$ cat config.mk
export PLATFORM = sky130hd
export DESIGN_NAME = id_ex_operand_stage
export DESIGN_NICKNAME = d
export VERILOG_FILES = /design/src/rtl/id_ex_operand_stage.sv
export SDC_FILE = /design/constraint.sdc
export NUM_CORES = 1
export LEC_CHECK = 0
export CORE_AREA = 2 2 115 117
export CTS_CLUSTER_DIAMETER = 30
export DETAILED_ROUTE_END_ITERATION = 8
export DIE_AREA = 0 0 117 119
export PLACE_DENSITY_LB_ADDON = 0.08
export SYNTH_ARGS = -nofsm -noshare
export SYNTH_HDL_FRONTEND = slang
export SYNTH_SLANG_ARGS = --single-unit
$ cat constraint.sdc
create_clock -name clk -period 3.6 [get_ports clk]
set_clock_uncertainty 0.05 [all_clocks]
set_input_delay 0.54 -clock clk [delete_from_list [all_inputs] [get_ports clk]]
set_output_delay 0.54 -clock clk [all_outputs]
set_load 0.01 [all_outputs]
$ cat src/rtl/id_ex_operand_stage.sv
// rtl/id_ex_operand_stage.sv - ID/EX pipeline register with load-use bubble, forwarding and ALU operand select
// Optional macro: EX_FORWARD_EN enables EX/MEM and MEM/WB result forwarding onto the operand paths.
module id_ex_operand_stage #(
    parameter int DATA_W = 32,
    parameter int RA_W   = 5,
    parameter int CTRL_W = 4
) (
    input  logic              clk,
    input  logic              rst,
    input  logic              stall,
    input  logic              flush,
    input  logic              id_valid,
    input  logic [DATA_W-1:0] id_rs_data,
    input  logic [DATA_W-1:0] id_rt_data,
    input  logic [15:0]       id_imm,
    input  logic [4:0]        id_shamt,
    input  logic [RA_W-1:0]   id_rs,
    input  logic [RA_W-1:0]   id_rt,
    input  logic [RA_W-1:0]   id_dest,
    input  logic [CTRL_W-1:0] id_alu_control,
    input  logic              id_alu_src,
    input  logic              id_imm_zext,
    input  logic              id_shift_sel,
    input  logic              id_reg_write,
    input  logic              id_mem_read,
    input  logic              exm_reg_write,
    input  logic [RA_W-1:0]   exm_dest,
    input  logic [DATA_W-1:0] exm_result,
    input  logic              mwb_reg_write,
    input  logic [RA_W-1:0]   mwb_dest,
    input  logic [DATA_W-1:0] mwb_data,
    output logic [DATA_W-1:0] alu_a,
    output logic [DATA_W-1:0] alu_b,
    output logic [CTRL_W-1:0] alu_control,
    output logic [DATA_W-1:0] ex_store_data,
    output logic              ex_valid,
    output logic [RA_W-1:0]   ex_dest,
    output logic              ex_reg_write,
    output logic              ex_mem_read,
    output logic              hazard_stall
);

    logic              valid_q;
    logic              reg_write_q;
    logic              mem_read_q;
    logic [CTRL_W-1:0] alu_control_q;
    logic [RA_W-1:0]   dest_q;
    logic [RA_W-1:0]   rs_q;
    logic [RA_W-1:0]   rt_q;
    logic [DATA_W-1:0] rs_data_q;
    logic [DATA_W-1:0] rt_data_q;
    logic [15:0]       imm_q;
    logic [4:0]        shamt_q;
    logic              alu_src_q;
    logic              imm_zext_q;
    logic              shift_sel_q;

    logic [DATA_W-1:0] fwd_rs;
    logic [DATA_W-1:0] fwd_rt;
    logic [DATA_W-1:0] ext_imm;
    logic              bubble;

    assign ex_valid     = valid_q;
    assign ex_dest      = dest_q;
    assign alu_control  = alu_control_q;
    assign ex_reg_write = valid_q & reg_write_q;
    assign ex_mem_read  = valid_q & mem_read_q;

    // Load-use: the load in EX cannot supply its data until MEM/WB.
    assign hazard_stall = id_valid & ex_mem_read & (ex_dest != '0) &
                          ((ex_dest == id_rs) | (ex_dest == id_rt));

    // Flush beats stall; a load-use bubble only applies when the stage is free to advance.
    assign bubble = flush | (~stall & hazard_stall);

    always_ff @(posedge clk or posedge rst) begin
        if (rst) begin
            valid_q       <= 1'b0;
            reg_write_q   <= 1'b0;
            mem_read_q    <= 1'b0;
            alu_control_q <= '0;
            dest_q        <= '0;
            rs_q          <= '0;
            rt_q          <= '0;
            rs_data_q     <= '0;
            rt_data_q     <= '0;
            imm_q         <= '0;
            shamt_q       <= '0;
            alu_src_q     <= 1'b0;
            imm_zext_q    <= 1'b0;
            shift_sel_q   <= 1'b0;
        end else if (bubble) begin
            valid_q       <= 1'b0;
            reg_write_q   <= 1'b0;
            mem_read_q    <= 1'b0;
            alu_control_q <= '0;
        end else if (!stall) begin
            valid_q       <= id_valid;
            reg_write_q   <= id_reg_write;
            mem_read_q    <= id_mem_read;
            alu_control_q <= id_alu_control;
            dest_q        <= id_dest;
            rs_q          <= id_rs;
            rt_q          <= id_rt;
            rs_data_q     <= id_rs_data;
            rt_data_q     <= id_rt_data;
            imm_q         <= id_imm;
            shamt_q       <= id_shamt;
            alu_src_q     <= id_alu_src;
            imm_zext_q    <= id_imm_zext;
            shift_sel_q   <= id_shift_sel;
        end
    end

`ifdef EX_FORWARD_EN
    // The younger producer (EX/MEM) takes precedence; register 0 is hardwired and never forwarded.
    always_comb begin
        fwd_rs = rs_data_q;
        if (exm_reg_write && (exm_dest != '0) && (exm_dest == rs_q)) begin
            fwd_rs = exm_result;
        end else if (mwb_reg_write && (mwb_dest != '0) && (mwb_dest == rs_q)) begin
            fwd_rs = mwb_data;
        end
    end

    always_comb begin
        fwd_rt = rt_data_q;
        if (exm_reg_write && (exm_dest != '0) && (exm_dest == rt_q)) begin
            fwd_rt = exm_result;
        end else if (mwb_reg_write && (mwb_dest != '0) && (mwb_dest == rt_q)) begin
            fwd_rt = mwb_data;
        end
    end
`else
    // Software schedules NOPs around dependencies, so the bypass buses are not consulted.
    logic unused_fwd;
    assign unused_fwd = ^{exm_reg_write, exm_dest, exm_result,
                          mwb_reg_write, mwb_dest, mwb_data, rs_q, rt_q};
    assign fwd_rs = rs_data_q;
    assign fwd_rt = rt_data_q;
`endif

    assign ext_imm       = imm_zext_q ? {{(DATA_W-16){1'b0}}, imm_q}
                                      : {{(DATA_W-16){imm_q[15]}}, imm_q};
    assign alu_a         = shift_sel_q ? {{(DATA_W-5){1'b0}}, shamt_q} : fwd_rs;
    assign alu_b         = alu_src_q ? ext_imm : fwd_rt;
    assign ex_store_data = fwd_rt;

endmodule
* Word level (Yosys, flattened, before mapping)
Index checks and enable logic that the tools add are counted.
** Word-level totals
- Register bits after elaboration :: 100
- Output and inout bits :: 109
- Logic and storage cells :: 38
** Operators by class
- Equality and inequality tests :: 3
- Muxes and demuxes :: 11
- Bitwise logic cells :: 10
- Reductions and logical operators :: 2
** Operators by type and width (number)
- $mux 32 :: 3
- $eq 5x5->1 :: 2
- $mux 4 :: 2
- $and 1x1->1 :: 6
- $mux 1 :: 6
- $reduce_bool 5->1 :: 1
- $ne 2x1->1 const B :: 1
- $not 1->1 :: 2
- $or 1x1->1 :: 2
- $reduce_and 2->1 :: 1

* Depth between registers and ports, before layout
Gate-level depths: netlist of run 1.
- Depth in word-level cells :: 8
- Mapped depth :: 7
- Depth with buffers taken out :: 5

* Least setup slack after synthesis of run 1
OpenSTA, ideal clock, no wires.
- Path type :: reg-to-reg
- Start :: register dest_q[3], in the netlist ex_dest[3]
- End :: register alu_src_q
- Setup time :: 127 ps
- Arrival :: 2004 ps
- Required time :: 3423 ps
- Path slack :: 1418 ps
- Stages on the path, launching flop included :: 7
- Clock period less this slack :: 2182 ps
- Cell sequence :: dfrtp_1 -> or4_1 -> o211a_1 -> a21boi_2 -> buf_4 -> buf_6 -> mux2_1
** On the way
- Word-level cells in the longest chain between the ends :: 7
** RTL lines
- start: declaration :: line 47 : logic [RA_W-1:0] dest_q;
- start signal: assignment :: line 102 : dest_q <= id_dest;
- $eq 5x5->1 or $reduce_bool 5->1 (tied branches) :: line 71, 70
- $or 1x1->1 or $and 1x1->1 (tied branches) :: line 71, 70
- $and 1x1->1 * :: line 70 : assign hazard_stall = id_valid & ex_mem_read & (ex_dest != '0) &
- $and 1x1->1 * :: line 74 : assign bubble = flush | (~stall & hazard_stall);
- $or 1x1->1 * :: line 74
- $not 1->1 (no source line) *
- $reduce_and 2->1 (no source line) *
- end signal: assignment :: line 109 : alu_src_q <= id_alu_src;
- end: declaration :: line 54 : logic alu_src_q;
Mark *: on every way between the ends. The rest lies on a longest branch, timed or not.
A chain may end at the register's enable or synchronous reset.

* Worst setup path in the final report of run 1
- Start :: input port id_rt[4]
- End :: output port hazard_stall
** On the way
- Word-level cells in the longest chain between the ends :: 3
** RTL lines
- start: declaration :: line 18 : input logic [RA_W-1:0] id_rt,
- $eq 5x5->1 :: line 71 : ((ex_dest == id_rs) | (ex_dest == id_rt));
- $or 1x1->1 :: line 71
- $and 1x1->1 :: line 70
- end: declaration :: line 40 : output logic hazard_stall
No other way between the ends.

==> impl_metrics.tcl, run 1 <==
set metrics [dict create \
    critPathRequiredTime_ns 3.01 \
    coreArea_um2 12900 \
    cts_htree_levels 3 \
    slowest_delay_ns 0.54 \
    synth_compound_area_share_pct 3.94 \
    rsz0062_at_grt "false" \
    worstPathMaxFanout 8 \
    antenna_found_initial 0 \
    critPathLaunchType "primary input" \
    portBuffers 222 \
    grtUsageTotal_pct 16.0 \
    layout.nets 733 \
    ys_ff_latch 100 \
    post_cts_resized 0 \
    routed_wl_mm 11.0 \
    place.gp.congestion 0.688 \
    clkTransAtPathRegs_ns 0.06 \
    status "finished, final reports clean" \
    grt_pass1_wl_mm 17.5 \
    cts_tree "done" \
    maxCapViolations 0 \
    period_share_pct 85.6 \
    hold_viol 0 \
    rows 42 \
    slowest_stage "clkdlybuf4s50_1" \
    io_pins 299 \
    hpwl_mm 7.75 \
    die_w_um 117 \
    vias 3264 \
    grt_max_degree 94 \
    worstHoldEndpoint "fwd_rs[21]$_DFFE_PP0P_" \
    drive_above_1_share_pct 11.5 \
    synth_nets 516 \
    area_growth_pct 59.4 \
    clk_path_buf_depth 2 \
    hp-start "fwd_rs[21]$_DFFE_PP0P_" \
    synth_seq_area_share_pct 55.8 \
    timing.rr.start "ex_dest[3]$_DFFE_PP0P_" \
    synthMuxAreaShare_pct 28.6 \
    netlist_instances 326 \
    synth_top_family_by_area "multiplexers" \
    dr.pass1.iters 4 \
    rr_endpoint "imm_q[0]$_DFFE_PP0P_" \
    start_util_pct 34.8 \
    ff2ff_setup_slack_ns 1.11 \
    drc 0 \
    post-place-ws_ns 0.502 \
    fmax_mhz 324 \
    worstMarginPinSlew_ns 1.08 \
    yosys.area_share.xor_xnor_pct 1.95 \
    hold_depth 1 \
    cts_made_buffers 9 \
    cts_root_buf "clkbuf_16" \
    die_y_um 119 \
    synth_cell_types 23 \
    relSlewSlack_pct 27.9 \
    yosysWarnings 0 \
    synth_fa_ha_area_share_pct 0 \
    worstSetupStartpoint "id_rt[4]" \
    nFillCells 1105 \
    crit_chain "clkdlybuf4s50_1 > xnor2_1 > nand3_1 > o22ai_1 > nand2_1 > inv_1 > clkdlybuf4s50_1" \
    cp-end-kind "output port" \
    critPathArrivalTime_ns 2.49 \
    p_per_area_nw_per_um2 470 \
    drtAntennaViolNets 0 \
    first_global_vias 3444 \
    p_leak_nw 2.91 \
    final.setup.tns_ns 0 \
    power.total_mw 3.35 \
    setup_viol_count_final 0 \
    slew_violations 0 \
    vias_per_cell 4.51 \
    antenna_cells 0 \
    reg2regPathDepth 5 \
    setup_ws_ns 0.518 \
    ir_drop_v 0.000244 \
    hp-class "reg -> reg" \
    cts.hold.buffers_added 0 \
    drt_iter0_markers 95 \
    netlist_area_um2 4480 \
    insertion_delay_ns 0.33 \
    overflow 0 \
    post_cts_buffers 0 \
    cp_common_cell "clkdlybuf4s50_1" \
    wl_per_cell_um 15.3 \
    cts_sinks 100 \
    crit_type "in -> out" \
    dieArea_um2 13900 \
    synthSimpleGateAreaFrac_pct 5.25 \
    finalCriticalPeriod_ns 3.08 \
    avgSynthCellArea_um2 13.8 \
]
-- power breakdown --
| group | switching (mW) | internal [mW] | total [mW] | leakage, nW |
|---|---|---|---|---|
| sequential | 0.111 | 1.28 | 1.39 | 1.18 |
| combinational | 0.361 | 0.645 | 1.01 | 1.59 |
| clock | 0.403 | 0.553 | 0.957 | 0.138 |
-- cell usage in the layout (no fill, tap or decap), types with 2 or more instances in the layout --
master	Yosys	final
clkdlybuf4s50_1	0	222
dfrtp_1	100	100
mux2_1	70	70
mux2_2	44	44
nor2b_1	28	28
inv_1	18	17
o21ai_0	16	16
xnor2_1	10	10
clkbuf_16	0	9
a32o_1	6	6
nand2_1	3	3
nand3_1	2	2
and2_1	2	2
clkinvlp_4	0	2
buf_12	0	2
-- cells by family after synthesis --
group / count (synthesis)
mux: 114
simple gates: 39
buf+inv: 37
compound gates: 26
flops: 100
xor+xnor: 10
-- sequential cells by signal, indices dropped and copies added (netlist names) --
signal and flops:
shamt_q 5, shift_sel_q 1, imm_zext_q 1, fwd_rs 32
ex_dest 5, ex_store_data 32, mem_read_q 1, reg_write_q 1
alu_src_q 1, imm_q 16, ex_valid 1, alu_control 4
-- Yosys cell counts --
cell / instances / area share [%]
nor2b_1: 28 / 3.9
inv_1: 18 / 1.5
nor3b_1: 1 / 0.17
nor2_1: 1 / 0.084
o21ai_0: 16 / 1.8
mux2_1: 70 / 18
dfrtp_1: 100 / 56
a22o_1: 1 / 0.20
or4_1: 1 / 0.17
nand3b_1: 1 / 0.17
o211a_1: 1 / 0.22
o22ai_1: 1 / 0.14
clkbuf_1: 9 / 0.75
and2_1: 2 / 0.28
buf_6: 7 / 1.8
mux2_2: 44 / 11
a32o_1: 6 / 1.3
a21boi_2: 1 / 0.25
buf_4: 1 / 0.17
nand3_1: 2 / 0.22
nand2_1: 3 / 0.25
xnor2_1: 10 / 2.0
buf_2: 2 / 0.22
-- area by class of cell --
| cell class | count | area, µm² | share of cell area (%) |
|---|---|---|---|
| flip-flops and latches | 100 | 2500 | 35.0 |
| repair buffers | 225 | 2270 | 31.8 |
| multi-input cells | 189 | 1790 | 25.1 |
| clock buffers | 11 | 243 | 3.40 |
| well taps | 176 | 220 | 3.08 |
| inverters | 18 | 70.1 | 0.981 |
| clock inverters | 4 | 50.0 | 0.700 |
-- routing by layer --
| layer | GRT usage (%) | wire length (µm) |
|---|---|---|
| met2 | 25.7 | 5210 |
| met4 | 4.41 | 82 |
| met5 | 0 | 0 |
| met1 | 20.3 | 4680 |
| met3 | 5.80 | 1050 |
-- through the flow --
step / utilization (%) / instances / area (µm²) / hold WS [ns]
global route: 55.5 / 723 / 7150 / 0.444
global placement: 53.2 / 708 / 6850 / 0.409
CTS: 55.5 / 723 / 7150 / 0.431
detailed placement: 53.2 / 708 / 6850 / 0.417
finish: 55.5 / 723 / 7150 / 0.426
floorplan: - / 326 / 4480 / 0.398
-- critical path, delay by kind of cell --
| kind | cells | cell delay, ns |
|---|---|---|
| xor+xnor | 1 | 0.13 |
| buf+inv | 3 | 1.13 |
| simple gates | 2 | 0.37 |
| compound gates | 1 | 0.32 |
-- how the worst max path moves through the flow --
stage | to | slack, ns | depth (start not counted)
after floorplan | alu_control[0]$_DFFE_PP0P_ | 0.39 | 1
after global placement | hazard_stall | 0.56 | 7
after detailed placement | hazard_stall | 0.50 | 7
after CTS | hazard_stall | 0.49 | 7
after global routing | hazard_stall | 0.41 | 7
final | hazard_stall | 0.52 | 7
No activity file was read; power rests on OpenSTA's default activity.
==> inputs of run 2 (changes only) <==
--- a/config.mk
+++ b/config.mk
@@ -10,6 +10,7 @@
 export DETAILED_ROUTE_END_ITERATION = 8
 export DIE_AREA = 0 0 117 119
 export PLACE_DENSITY_LB_ADDON = 0.08
+export SETUP_SLACK_MARGIN = 0.05
 export SYNTH_ARGS = -nofsm -noshare
 export SYNTH_HDL_FRONTEND = slang
 export SYNTH_SLANG_ARGS = --single-unit
==> results of run 2 <==
No change in the layout: final DEF, timing and power equal those of run 1.
